$ cat config.mk
export PLATFORM = sky130hd
export DESIGN_NAME = muldiv_ctrl
export DESIGN_NICKNAME = d
export VERILOG_FILES = /design/src/rtl/muldiv_ctrl.sv
export SDC_FILE = /design/constraint.sdc
export NUM_CORES = 1
export LEC_CHECK = 0
export CORE_MARGIN = 1
export CORE_UTILIZATION = 49
export CTS_CLUSTER_DIAMETER = 30
export DETAILED_ROUTE_END_ITERATION = 10
export PLACE_DENSITY = 0.81
export SETUP_SLACK_MARGIN = 0.2
export SLEW_MARGIN = 20
export SYNTH_ARGS = -nofsm -noshare
export SYNTH_HDL_FRONTEND = slang
export SYNTH_SLANG_ARGS = --single-unit
export TNS_END_PERCENT = 20
$ cat constraint.sdc
create_clock -name i_clk -period 2.5 [get_ports i_clk]
set_input_delay 0.375 -clock i_clk [delete_from_list [all_inputs] [get_ports i_clk]]
set_output_delay 0.375 -clock i_clk [all_outputs]
set_load 0.01 [all_outputs]
$ cat src/rtl/muldiv_ctrl.sv
// Sequences one mult/div operation at a time: holds unit_ctrl for N cycles, then commits or aborts.
// Latency: accept in cycle 0, RUN 1..N, hilo_we N+1, done N+2, ready again N+3 (div0 abort: exc next cycle).
// Backpressure: req_ready is high only in IDLE; the requester holds req_valid/req_op until accepted.
module muldiv_ctrl #(
    parameter int MULT_CYCLES = 33,
    parameter int DIV_CYCLES  = 33,
    parameter int CNT_W       = 6
) (
    input  logic       i_clk,
    input  logic       i_reset,
    input  logic       i_req_valid,
    input  logic [1:0] i_req_op,
    output logic       o_req_ready,
    output logic [1:0] o_unit_ctrl,
    input  logic       i_unit_div0,
    output logic       o_hilo_we,
    output logic       o_done,
    output logic       o_div0_exc,
    output logic       o_illegal_op,
    output logic       o_busy,
    input  logic       i_hilo_rd_req,
    output logic       o_stall
);

    typedef enum logic [2:0] {
        ST_IDLE    = 3'd0,
        ST_RUN     = 3'd1,
        ST_CAPTURE = 3'd2,
        ST_DONE    = 3'd3,
        ST_EXC     = 3'd4
    } state_t;

    localparam logic [1:0] OP_IDLE = 2'd0;
    localparam logic [1:0] OP_DIV  = 2'd1;
    localparam logic [1:0] OP_MULT = 2'd2;

    // Counter preload: RUN lasts exactly N cycles, ending on the cycle the counter reads zero.
    localparam logic [CNT_W-1:0] MULT_LOAD = CNT_W'(MULT_CYCLES - 1);
    localparam logic [CNT_W-1:0] DIV_LOAD  = CNT_W'(DIV_CYCLES - 1);
    localparam logic [CNT_W-1:0] CNT_ONE   = {{(CNT_W-1){1'b0}}, 1'b1};
    localparam logic [CNT_W-1:0] CNT_ZERO  = '0;

    state_t           r_state;
    logic [CNT_W-1:0] r_cnt;
    logic [1:0]       r_op;
    logic             r_illegal;

    logic             w_op_legal;
    logic             w_div0_abort;

    assign w_op_legal   = (i_req_op == OP_DIV) || (i_req_op == OP_MULT);
    // The zero-divisor flag only matters for a divide; a mult ignores it entirely.
    assign w_div0_abort = (r_op == OP_DIV) && i_unit_div0;

    // Sequencer FSM: state, cycle counter, latched op and the dropped-request pulse.
    always_ff @(posedge i_clk) begin
        if (i_reset) begin
            r_state   <= ST_IDLE;
            r_cnt     <= CNT_ZERO;
            r_op      <= OP_IDLE;
            r_illegal <= 1'b0;
        end else begin
            r_illegal <= 1'b0;
            case (r_state)
                ST_IDLE: begin
                    if (i_req_valid) begin
                        if (w_op_legal) begin
                            r_op    <= i_req_op;
                            r_cnt   <= (i_req_op == OP_DIV) ? DIV_LOAD : MULT_LOAD;
                            r_state <= ST_RUN;
                        end else begin
                            r_illegal <= 1'b1;
                        end
                    end
                end
                ST_RUN: begin
                    // Divide-by-zero wins over normal completion, even on the last RUN cycle.
                    if (w_div0_abort) begin
                        r_state <= ST_EXC;
                    end else if (r_cnt == CNT_ZERO) begin
                        r_state <= ST_CAPTURE;
                    end else begin
                        r_cnt <= r_cnt - CNT_ONE;
                    end
                end
                ST_CAPTURE: begin
                    r_state <= ST_DONE;
                end
                ST_DONE: begin
                    r_op    <= OP_IDLE;
                    r_state <= ST_IDLE;
                end
                ST_EXC: begin
                    r_op    <= OP_IDLE;
                    r_state <= ST_IDLE;
                end
                default: begin
                    r_op    <= OP_IDLE;
                    r_cnt   <= CNT_ZERO;
                    r_state <= ST_IDLE;
                end
            endcase
        end
    end

    // Output decode from the registered state; everything is forced low while reset is held.
    always_comb begin
        o_req_ready  = 1'b0;
        o_unit_ctrl  = OP_IDLE;
        o_hilo_we    = 1'b0;
        o_done       = 1'b0;
        o_div0_exc   = 1'b0;
        o_busy       = 1'b0;
        o_stall      = 1'b0;
        o_illegal_op = r_illegal && !i_reset;
        if (!i_reset) begin
            case (r_state)
                ST_IDLE: begin
                    o_req_ready = 1'b1;
                end
                ST_RUN: begin
                    o_unit_ctrl = r_op;
                    o_busy      = 1'b1;
                    o_stall     = i_hilo_rd_req;
                end
                ST_CAPTURE: begin
                    o_unit_ctrl = r_op;
                    o_hilo_we   = 1'b1;
                    o_busy      = 1'b1;
                    o_stall     = i_hilo_rd_req;
                end
                ST_DONE: begin
                    o_done = 1'b1;
                    o_busy = 1'b1;
                end
                ST_EXC: begin
                    o_div0_exc = 1'b1;
                    o_busy     = 1'b1;
                end
                default: begin
                    o_busy = 1'b1;
                end
            endcase
        end
    end

endmodule

After elaboration in Yosys (flattened, before gate mapping)
Index checks and enable logic that the tools add are counted.
{"block": "word_totals", "regBits": 12, "wordCells": 61}
{"block": "classes", "addsub": 1, "eq_ne": 12, "n_mux": 28, "bitwise": 4, "n_reduce_logical": 12}
{"cell": "6-bit two-way mux", "n": 4}
{"cell": "6-bit case mux with 3 select lines", "n": 1}
{"cell": "1-bit two-way mux", "n": 13}
{"cell": "3-bit two-way mux", "n": 4}
{"cell": "3-bit case mux with 3 select lines", "n": 1}
{"cell": "2-bit two-way mux", "n": 4}
{"cell": "2-bit inequality test (second input constant)", "n": 4}
{"cell": "3-bit by 2-bit equality test with 1-bit output (second input constant)", "n": 2}
{"cell": "6-bit zero test", "n": 1}
{"cell": "3-bit AND reduction", "n": 2}
{"cell": "3-bit OR reduction", "n": 2}
{"cell": "6-bit by 1-bit subtractor with 6-bit output (second input constant)", "n": 1}
{"cell": "5-bit AND reduction", "n": 1}
{"cell": "2-bit by 1-bit equality test with 1-bit output (second input constant)", "n": 2}
{"cell": "1-bit inverter", "n": 4}
{"cell": "2-bit case mux with 2 select lines", "n": 1}
{"cell": "3-bit by 1-bit equality test with 1-bit output (second input constant)", "n": 1}
{"cell": "3-bit equality test (second input constant)", "n": 1}
{"cell": "3-bit zero test", "n": 1}
{"cell": "3-bit inequality test (second input constant)", "n": 1}
{"cell": "2-bit equality test (second input constant)", "n": 1}
{"cell": "1-bit logical AND", "n": 2}
{"cell": "2-bit OR reduction", "n": 1}
{"cell": "1-bit zero test", "n": 1}
{"cell": "1-bit logical OR", "n": 1}

Logic depth before layout (Yosys ltp)
{"block": "logic_depth", "word_depth": 5, "mapped_depth": 7, "ltp_nobuf": 6}

Least setup slack after synthesis
Ideal clock, no wire load.
{"block": "synth_timing", "path_type": "reg-to-reg", "startpoint": "reg r_cnt[0]", "endpoint": "reg r_cnt[4]", "setup_time_ps": 72, "arrival_ps": 1667, "required_time_ps": 2428, "path_slack_ps": 762, "stages_incl_launch_ff": 8, "n_path_buf": 1, "synth_period_minus_slack_ps": 1738, "cell_sequence": "dfxtp_1 > inv_1 > ha_1 > nor2b_1 > a211o_1 > buf_2 > a2111oi_4 > mux2i_1"}
{"block": "synth_between", "elab_chain_cells": 4}
{"item": "start, declared", "line_no": "44", "rtl": "logic [CNT_W-1:0] r_cnt;"}
{"item": "start signal, assigned", "line_no": "69", "rtl": "r_cnt <= (i_req_op == OP_DIV) ? DIV_LOAD : MULT_LOAD;"}
{"item": "start signal, assigned", "line_no": "83", "rtl": "r_cnt <= r_cnt - CNT_ONE;"}
{"item": "6-bit by 1-bit subtractor with 6-bit output", "line_no": "83"}
{"item": "6-bit two-way mux", "line_no": "80", "rtl": "end else if (r_cnt == CNT_ZERO) begin"}
{"item": "6-bit two-way mux", "line_no": "78", "rtl": "if (w_div0_abort) begin"}
{"item": "6-bit case mux with 3 select lines", "line_no": "64", "rtl": "case (r_state)"}
Several ways; a longest one is shown, not always the timed one. The select of a mux whose other input is x is not followed.
A chain may end at the register's enable or synchronous reset.

Final worst setup path
{"block": "layout_timing", "startpoint": "in i_reset", "endpoint": "out o_done"}
{"block": "layout_between", "elab_chain_cells": 1}
{"item": "start, declared", "line_no": "10", "rtl": "input logic i_reset,"}
{"item": "1-bit two-way mux", "line_no": "116", "rtl": "if (!i_reset) begin"}
{"item": "end, declared", "line_no": "17", "rtl": "output logic o_done,"}
No other way between the ends.

==> impl_metrics.env <==
export IMPL_status="finished, final reports clean"
export IMPL_ant_nets=0
export IMPL_multi_input_area_sq_um=514
export IMPL_synth_top_cell_area_share_pct=29.6
export IMPL_critPathMostFrequentCell="clkdlybuf4s50_1"
export IMPL_critPathKind="primary input to output port"
export IMPL_hold_viol=0
export IMPL_gr_max_usage_layer="met2"
export IMPL_die_h_microns=42.7
export IMPL_htreeDepth=1
export IMPL_io_buffer_count=15
export IMPL_min_path_type="flop to flop"
export IMPL_vias=717
export IMPL_track_usage_pct=21.4
export IMPL_finalSetupViolCount=0
export IMPL_grt_util_met2_pct=33.0
export IMPL_cp_arrival_ns=1.81
export IMPL_final_net_count=117
export IMPL_post_cts_buffers=0
export IMPL_crit_path_max_incr_delay_ns=0.55
export IMPL_seqPwrFrac_pct=37.1
export IMPL_fin_worst_skew_ns=0.00358
export IMPL_overflow=0
export IMPL_combPwrFrac_pct=49.0
export IMPL_met3_usage_pct=5.53
export IMPL_min_period_ns=2.19
export IMPL_leakage_uw=0.000364
export IMPL_rsz0062_at_grt="no"
export IMPL_path_clk_slew_ns=0.07
export IMPL_yosys_top_cells_area="dfxtp_1 30%, a21oi_1 3.7%, nor2_1 3.7%"
export IMPL_power_switching_uw=362
export IMPL_synthCells=92
export IMPL_power_internal_uw=499
export IMPL_crit_path_top_delay_cell="clkdlybuf4s50_1"
export IMPL_layout_commonest_cell="clkdlybuf4s50_1"
export IMPL_first_pass_iters=4
export IMPL_cts_inserted_buffers=3
export IMPL_powerDensity_nw_per_um2=875
export IMPL_worstSetupEndpointType="output port"
export IMPL_ioPinCount=16
export IMPL_cts_tree="yes"
export IMPL_post_route_drc_count=0
export IMPL_grt_max_degree=12
export IMPL_clkSinkCount=12
export IMPL_grt_pass1_vias=641
export IMPL_drive_gt1_share_pct=16.0
export IMPL_root_buffer="clkbuf_4"
export IMPL_core_sq_um=1520
export IMPL_clockBufferDepth=2
export IMPL_ir_worst_vdd_mv=0.517
export IMPL_synth_fp_nets=101
export IMPL_p_sw_share_pct=42.1
export IMPL_hpwlAfterDp_mm=1.30
export IMPL_setup_slack_ns=0.312
export IMPL_synth_cell_types=40
export IMPL_tns_ns=0
export IMPL_wirelength_mm=1.71
export IMPL_slew_headroom_pct=72.4
export IMPL_cp_start_kind="primary input"
export IMPL_syn_area_per_cell_sq_um=8.81
export IMPL_fillerInstances=129
export IMPL_start_util_pct=53.2
export IMPL_final_cell_mix="15 x clkdlybuf4s50_1, 10 x dfxtp_1, 8 x nor2_1, 6 x nand2_1, 6 x a21oi_1"
export IMPL_clk_latency_ns=0.27
export IMPL_postCtsHoldBufs=0
export IMPL_synth_seq_cells=12
export IMPL_period_share_pct=87.5
export IMPL_finalMaxSlewViolations=0
export IMPL_antenna_found_initial=0
export IMPL_yosysSeqAreaShare_pct=29.6
export IMPL_worstMarginPinSlew_ns=0.404
export IMPL_fmax_mhz=457
export IMPL_wl_per_cell_microns=14.0
export IMPL_dieArea_sq_um=1820
export IMPL_design_area_sq_um=983
export IMPL_yosysWarnings=0
export IMPL_vias_per_cell=5.88
export IMPL_drt_initial_drc_count=12
export IMPL_pre_cts_slack_ns=0.266
export IMPL_async_reset_ff_share_pct=0
export IMPL_fp_dieW_microns=42.7
export IMPL_crit_required_ns=2.12
export IMPL_synthesis_area_sq_um=811
export IMPL_synth_edf_count=0
export IMPL_cap_violations=0
export IMPL_crit_family="buffers and inverters"
export IMPL_fin_total_pwr_uw=861
export IMPL_grt_use_met1_pct=27.8
export IMPL_area_growth_pct=21.3
export IMPL_grt_pass1_wl_mm=2.93
export IMPL_path_cells="clkdlybuf4s50_1, buf_4, nor3_1, clkdlybuf4s50_1"
export IMPL_synth_top_area_cell="dfxtp_1"
export IMPL_diodes=0
export IMPL_regArea_sq_um=243
export IMPL_gp_congestion=0.776
export IMPL_crit_buf_inv=3
export IMPL_critPathMaxFanout=9
export IMPL_postPlaceCellArea_sq_um=953
export IMPL_power_frac_clock_pct=13.9
export IMPL_rows=14
export IMPL_ys_flop_type="dfxtp_1"
[worst min-delay path, stage by stage (launching register included)]
cell,delay [ns]
dfxtp_1,0.32
nand2_1,0.05
a21oi_1,0.05
[layer usage]
metal  up-vias  routed length [microns]
met4         0                       26
met3         4                       47
met1       336                      806
met5         -                        0
li1        369                        -
met2         8                      831
[through the flow]
stage / std cells / util, % / hold WS [ns]
after CTS: 122 / 64.2 / 0.468
after global routing: 122 / 64.5 / 0.486
final: 122 / 64.5 / 0.463
after floorplan: 92 / - / 0.436
after detailed placement: 119 / 62.6 / 0.457
after global placement: 119 / 62.6 / 0.446
[repair_timing]
action | 4_1_cts | 5_1_grt
pin swaps | 0 | 0
hold endpoints to repair | 0 | 0
setup endpoints to repair | 3 | 3
resized for setup | 2 | 1
[Yosys cell counts (2+ instances only)]
master	count
a31oi_1	4
nand3b_1	2
buf_6	2
nor2_1	8
a21oi_1	6
clkbuf_1	2
and2_1	4
a211o_1	2
dfxtp_1	12
nor3_1	2
ha_1	2
nand2b_1	2
a211oi_1	2
inv_1	5
a2111oi_0	2
or3_1	2
nor2b_1	2
a2111o_1	2
nand3_1	2
nand2_1	6
o2111ai_1	2
[power by group through the flow]
stage / combinational (uW) / sequential [uW] / clock (uW)
2_1_floorplan: 358 / 287 / 0
3_3_place_gp: 404 / 317 / 0
3_5_place_dp: 417 / 321 / 0
4_1_cts: 421 / 319 / 119
5_1_grt: 472 / 330 / 129
6_report: 422 / 319 / 120
[sequential cells by signal (all words and copies together) (netlist names)]
signal / count
r_cnt: 6
r_illegal: 1
r_op: 2
r_state: 3
[worst paths after layout]
kind / cells past startpoint / slack (ns) / start / to
max: 4 / 0.31 / i_reset / o_done
min: 2 / 0.46 / r_op[0] / r_op[0]
max reg2reg: 6 / 0.61 / r_cnt[0] / r_cnt[4]
min reg2reg: 2 / 0.46 / r_op[0] / r_op[0]
[logic make-up after synthesis]
logic type | Yosys count | synth area share (%)
compound gates | 26 | 28.2
mux | 1 | 1.23
flops | 12 | 29.6
simple gates | 39 | 28.2
fa+ha+maj | 2 | 3.09
buf+inv | 11 | 7.56
xor+xnor | 1 | 2.01
[final cells by class]
type	count	area share, %
timing repair buffer	17	16.8
sequential	12	24.7
tap	16	2.04
multi-input combinational	69	52.3
inverter	5	1.91
clock buffer	3	2.29
Power figures use the tool's default switching activity.
